===== src/rtl/uart_rx.sv =====
// 8N1 serial receiver: synchronises rx, finds the start bit, samples each bit near its
// middle and presents the byte with a one-cycle valid strobe or a frame_err strobe.
module uart_rx #(
    parameter int CLKS_PER_BIT = 1
) (
    input  logic       clk,
    input  logic       reset,
    input  logic       rx,
    output logic [7:0] data,
    output logic       valid,
    output logic       frame_err,
    output logic       busy
);

    localparam int H  = (CLKS_PER_BIT - 1) / 2;
    localparam int CW = (CLKS_PER_BIT > 1) ? $clog2(CLKS_PER_BIT) : 1;
    localparam logic [CW-1:0] CNT_LAST = CW'(CLKS_PER_BIT - 1);
    localparam logic [CW-1:0] CNT_HALF = CW'(H);

    typedef enum logic [2:0] {
        IDLE,
        START,
        DATA,
        STOP,
        WAIT_HIGH
    } state_t;

    state_t      state;
    logic        s1;
    logic        rx_s;
    logic [CW-1:0] cnt;
    logic [2:0]  bit_idx;
    logic [7:0]  shift;

    // rx is asynchronous to clk; both flops reset to the idle (high) level
    always_ff @(posedge clk) begin
        if (!reset) begin
            s1   <= 1'b1;
            rx_s <= 1'b1;
        end else begin
            s1   <= rx;
            rx_s <= s1;
        end
    end

    always_ff @(posedge clk) begin
        if (!reset) begin
            state     <= IDLE;
            cnt       <= '0;
            bit_idx   <= 3'd0;
            shift     <= 8'h00;
            data      <= 8'h00;
            valid     <= 1'b0;
            frame_err <= 1'b0;
        end else begin
            valid     <= 1'b0;
            frame_err <= 1'b0;
            case (state)
                IDLE: begin
                    if (!rx_s) begin
                        if (H == 0) begin
                            state   <= DATA;
                            cnt     <= '0;
                            bit_idx <= 3'd0;
                        end else begin
                            state <= START;
                            cnt   <= CW'(1);
                        end
                    end
                end
                START: begin
                    // A start bit that is already gone at mid-bit was only a glitch
                    if (cnt == CNT_HALF) begin
                        if (!rx_s) begin
                            state   <= DATA;
                            cnt     <= '0;
                            bit_idx <= 3'd0;
                        end else begin
                            state <= IDLE;
                        end
                    end else begin
                        cnt <= cnt + CW'(1);
                    end
                end
                DATA: begin
                    if (cnt == CNT_LAST) begin
                        shift[bit_idx] <= rx_s;
                        cnt            <= '0;
                        if (bit_idx == 3'd7) begin
                            state <= STOP;
                        end else begin
                            bit_idx <= bit_idx + 3'd1;
                        end
                    end else begin
                        cnt <= cnt + CW'(1);
                    end
                end
                STOP: begin
                    if (cnt == CNT_LAST) begin
                        cnt <= '0;
                        if (rx_s) begin
                            data  <= shift;
                            valid <= 1'b1;
                            state <= IDLE;
                        end else begin
                            frame_err <= 1'b1;
                            state     <= WAIT_HIGH;
                        end
                    end else begin
                        cnt <= cnt + CW'(1);
                    end
                end
                WAIT_HIGH: begin
                    // A break holds the line low; only a return to idle re-arms start detection
                    if (rx_s) begin
                        state <= IDLE;
                    end
                end
                default: state <= IDLE;
            endcase
        end
    end

    assign busy = (state != IDLE);

endmodule


===== config.mk =====
export PLATFORM = sky130hd
export DESIGN_NAME = uart_rx
export DESIGN_NICKNAME = d
export VERILOG_FILES = /design/src/rtl/uart_rx.sv
export SDC_FILE = /design/constraint.sdc
export NUM_CORES = 1
export LEC_CHECK = 0
export ABC_AREA = 1
export BUFFER_PORTS_ARGS = -buffer_cell sky130_fd_sc_hd__buf_2
export CAP_MARGIN = 25
export CORE_ASPECT_RATIO = 0.5
export CORE_UTILIZATION = 35
export CTS_CLUSTER_SIZE = 20
export DETAILED_ROUTE_END_ITERATION = 8
export PLACE_DENSITY_LB_ADDON = 0.25
export SLEW_MARGIN = 20
export SYNTH_ARGS = -nofsm -noshare
export SYNTH_HDL_FRONTEND = slang
export SYNTH_SLANG_ARGS = --single-unit

===== constraint.sdc =====
create_clock -name clk -period 3.5 [get_ports clk]
set_input_delay 0.175 -clock clk [delete_from_list [all_inputs] [get_ports clk]]
set_output_delay 0.175 -clock clk [all_outputs]
set_load 0.005 [all_outputs]

==> out/results.ini <==
[routing]
drc = 0
drt-wirelength-per-cell_um = 10.61
dr.pass1.iters = 4
dr.first_iter.drc_count = 52
totalWireLength_um = 2228
vias = 963
via_per_inst = 4.586
ant_nets = 0

[sta]
setup_viol = 0
layout_min_cycle_time_ps = 1385
tns_ps = 0
fin_worst_skew_ps = 8.038
slew_headroom_pct = 74.45
finalHoldViolCount = 0
grt_setup_unrepaired = no
slew_viol_final = 0
fin_crit_sh_pct = 39.57
worstMarginPinSlew_ps = 382.9
fmax_ghz = 0.7221

[place]
portBuffers = 13
hpwl_um = 1615
gp_congestion = 0.7428

[clock_tree]
cts-resized-gates = 0
cts.hold.buffers_added = 0
post_cts_buffers = 0
clkTransAtPathRegs_ps = 90
clock_latency_ps = 270
cts_buffers = 3
cts_sinks = 26
ctsRootBufferMaster = clkbuf_8
htree_num_levels = 1
tritoncts = done
clockBufferDepth = 2

[worst_hold_path]
min_to = s1$_SDFF_PN1_
hold-path-cell-count = 2
worstHoldPathType = primary input to flip-flop
hold_path.startpoint = rx

[worst_setup_path]
regToRegEndpoint = bit_idx[1]$_SDFFE_PN0P_
required_ps = 3670
rr_startpoint = bit_idx[0]$_SDFFE_PN0P_
slowest_delay_ps = 430
cp_slowest_cell = dfxtp_1
r2r.worst_path.cells = 7
cpLargestDelayFamily = simple AND/OR/NAND/NOR gates
crit_path_frequent_cell = ha_1
crit_buf_inv = 1
criticalPathCategory = flip-flop to flip-flop
path_max_fanout = 5
path_cells = ha_1 -> ha_1 -> nand4_1 -> nand3_1 -> nand2_1 -> inv_1 -> nor2_1
endpoint_kind = flip-flop
worst_ep_arrival_time_ps = 1560
critPathLaunchType = flip-flop
r2r_slack_ps = 2120

[die]
io_pins = 14
rows = 13
die-area_mm2 = 0.003373
die_h_um = 41.57
chipWidth_um = 81.14
core_mm2 = 0.002781
initial_core_util_pct = 39.41

[logic_synthesis]
syn-cell-area_mm2 = 0.001096
syn_inst = 159
postSynthNetCount = 164
synth_warnings = 0
ys_types = 16
synth_top_area_cell = dfxtp_1
syn_avg_cell_area_um2 = 6.893
synth.ff_latch_count = 26
synth_top_area_share_pct = 47.49
synthTopCellsByArea = dfxtp_1 47%, nor2_1 17%, nand2_1 13%
ys_seq_area_share_pct = 47.49

[global_routing]
overflow = 0
antenna_found_initial = 0
grt_max_degree = 22
grt_pass1_wl_um = 3836
grt_pass1_vias = 833
grtUsageTotal_pct = 15.25

[finish]
drive_gt1_share_pct = 15.03
nets = 179
antenna_cells = 0
areaGrowthSynthToFinish_pct = 15.52
fin_util_pct = 45.52
fillers = 285

[pwr]
p_leak_nw = 0.6309
p_per_area_mw_per_mm2 = 502.1
peakVddDrop_mv = 0.2478

[run_status]
status = finished clean

[flow_run]
maxCapViolations = 0

==> where the power goes <==
part           internal, mW  leakage [nW]  switching [mW]
Sequential            0.306         0.211          0.0117
Combinational        0.0239         0.384          0.0466
Clock                 0.153        0.0357          0.0941
==> layout make-up <==
class                           instances  area (um2)  share of cell area [%]
Clock buffer                            3       41.29                   3.261
Clock inverter                          1       30.03                   2.372
Inverter                               14       52.55                   4.150
Multi-Input combinational cell        116       510.5                   40.32
Sequential cell                        26       520.5                   41.11
Tap cell                               37       46.29                   3.656
Timing Repair Buffer                   13       65.06                   5.138
==> kinds of logic (layout without fill, tap and decap cells) <==
group,after synthesis,after routing,synth area share (%)
AND/OR/NAND/NOR,102,102,38.81
buffers and inverters,17,31,5.936
flip-flops,26,26,47.49
adder cells (fa/ha/maj),2,2,2.283
AO/OA/AOI/OAI,12,12,5.480
==> layer usage <==
layer	vias up	track usage [%]	wire length, um
li1	521	-	-
met1	426	21.66	1221
met2	14	21.18	901
met3	2	5.275	76
met4	0	5.357	27
met5	-	0	0
==> synth_stat cells, drive strengths merged <==
master and n:
nor2 49, nand2 38, dfxtp 26, inv 14, nand3 10, o21ai 8
a21oi 4, clkbuf 2, ha 2, nand4 2, or2 2, buf 1
nor3 1
==> layout by cell type, fill, tap and decap left out <==
cell type  count
a21oi_1        4
buf_2         13
bufinv_16      1
clkbuf_8       3
dfxtp_1       26
ha_1           2
inv_1         10
inv_2          4
nand2_1       37
nand2_2        1
nand3_1        9
nand3_2        1
nand4_1        2
nor2_1        49
nor3_4         1
o21ai_0        8
or2_2          2
==> through the flow <==
step           instance area (um2)  hold WS [ps]  setup slack (ps)  total power [mW]  cells
2_1_floorplan                 1096         281.6              2305            0.3783    159
3_3_place_gp                  1195         361.2              2153            0.3946    206
3_5_place_dp                  1195         364.6              2133            0.3953    206
4_1_cts                       1266         85.74              2101            0.6417    210
5_1_grt                       1266         87.05              1974            0.6703    210
6_report                      1266         89.30              2115            0.6358    210
==> registers in the layout (all words and copies together), names as in the netlist <==
signal	count
rx_s	1
shift	8
bit_idx	3
s1	1
valid	1
frame_err	1
state	3
data	8
==> how the worst max path moves through the flow <==
stage,startpoint,endpoint,slack (ps),cells past startpoint
final,bit_idx[0]$_SDFFE_PN0P_,bit_idx[1]$_SDFFE_PN0P_,2120,7
after global routing,bit_idx[0]$_SDFFE_PN0P_,bit_idx[1]$_SDFFE_PN0P_,1970,7
after CTS,bit_idx[0]$_SDFFE_PN0P_,bit_idx[1]$_SDFFE_PN0P_,2100,7
after detailed placement,bit_idx[0]$_SDFFE_PN0P_,bit_idx[0]$_SDFFE_PN0P_,2130,7
after global placement,bit_idx[0]$_SDFFE_PN0P_,bit_idx[1]$_SDFFE_PN0P_,2150,7
after floorplan,bit_idx[0]$_SDFFE_PN0P_,bit_idx[1]$_SDFFE_PN0P_,2300,8
Note: power is estimated with default switching activity, not from simulation.
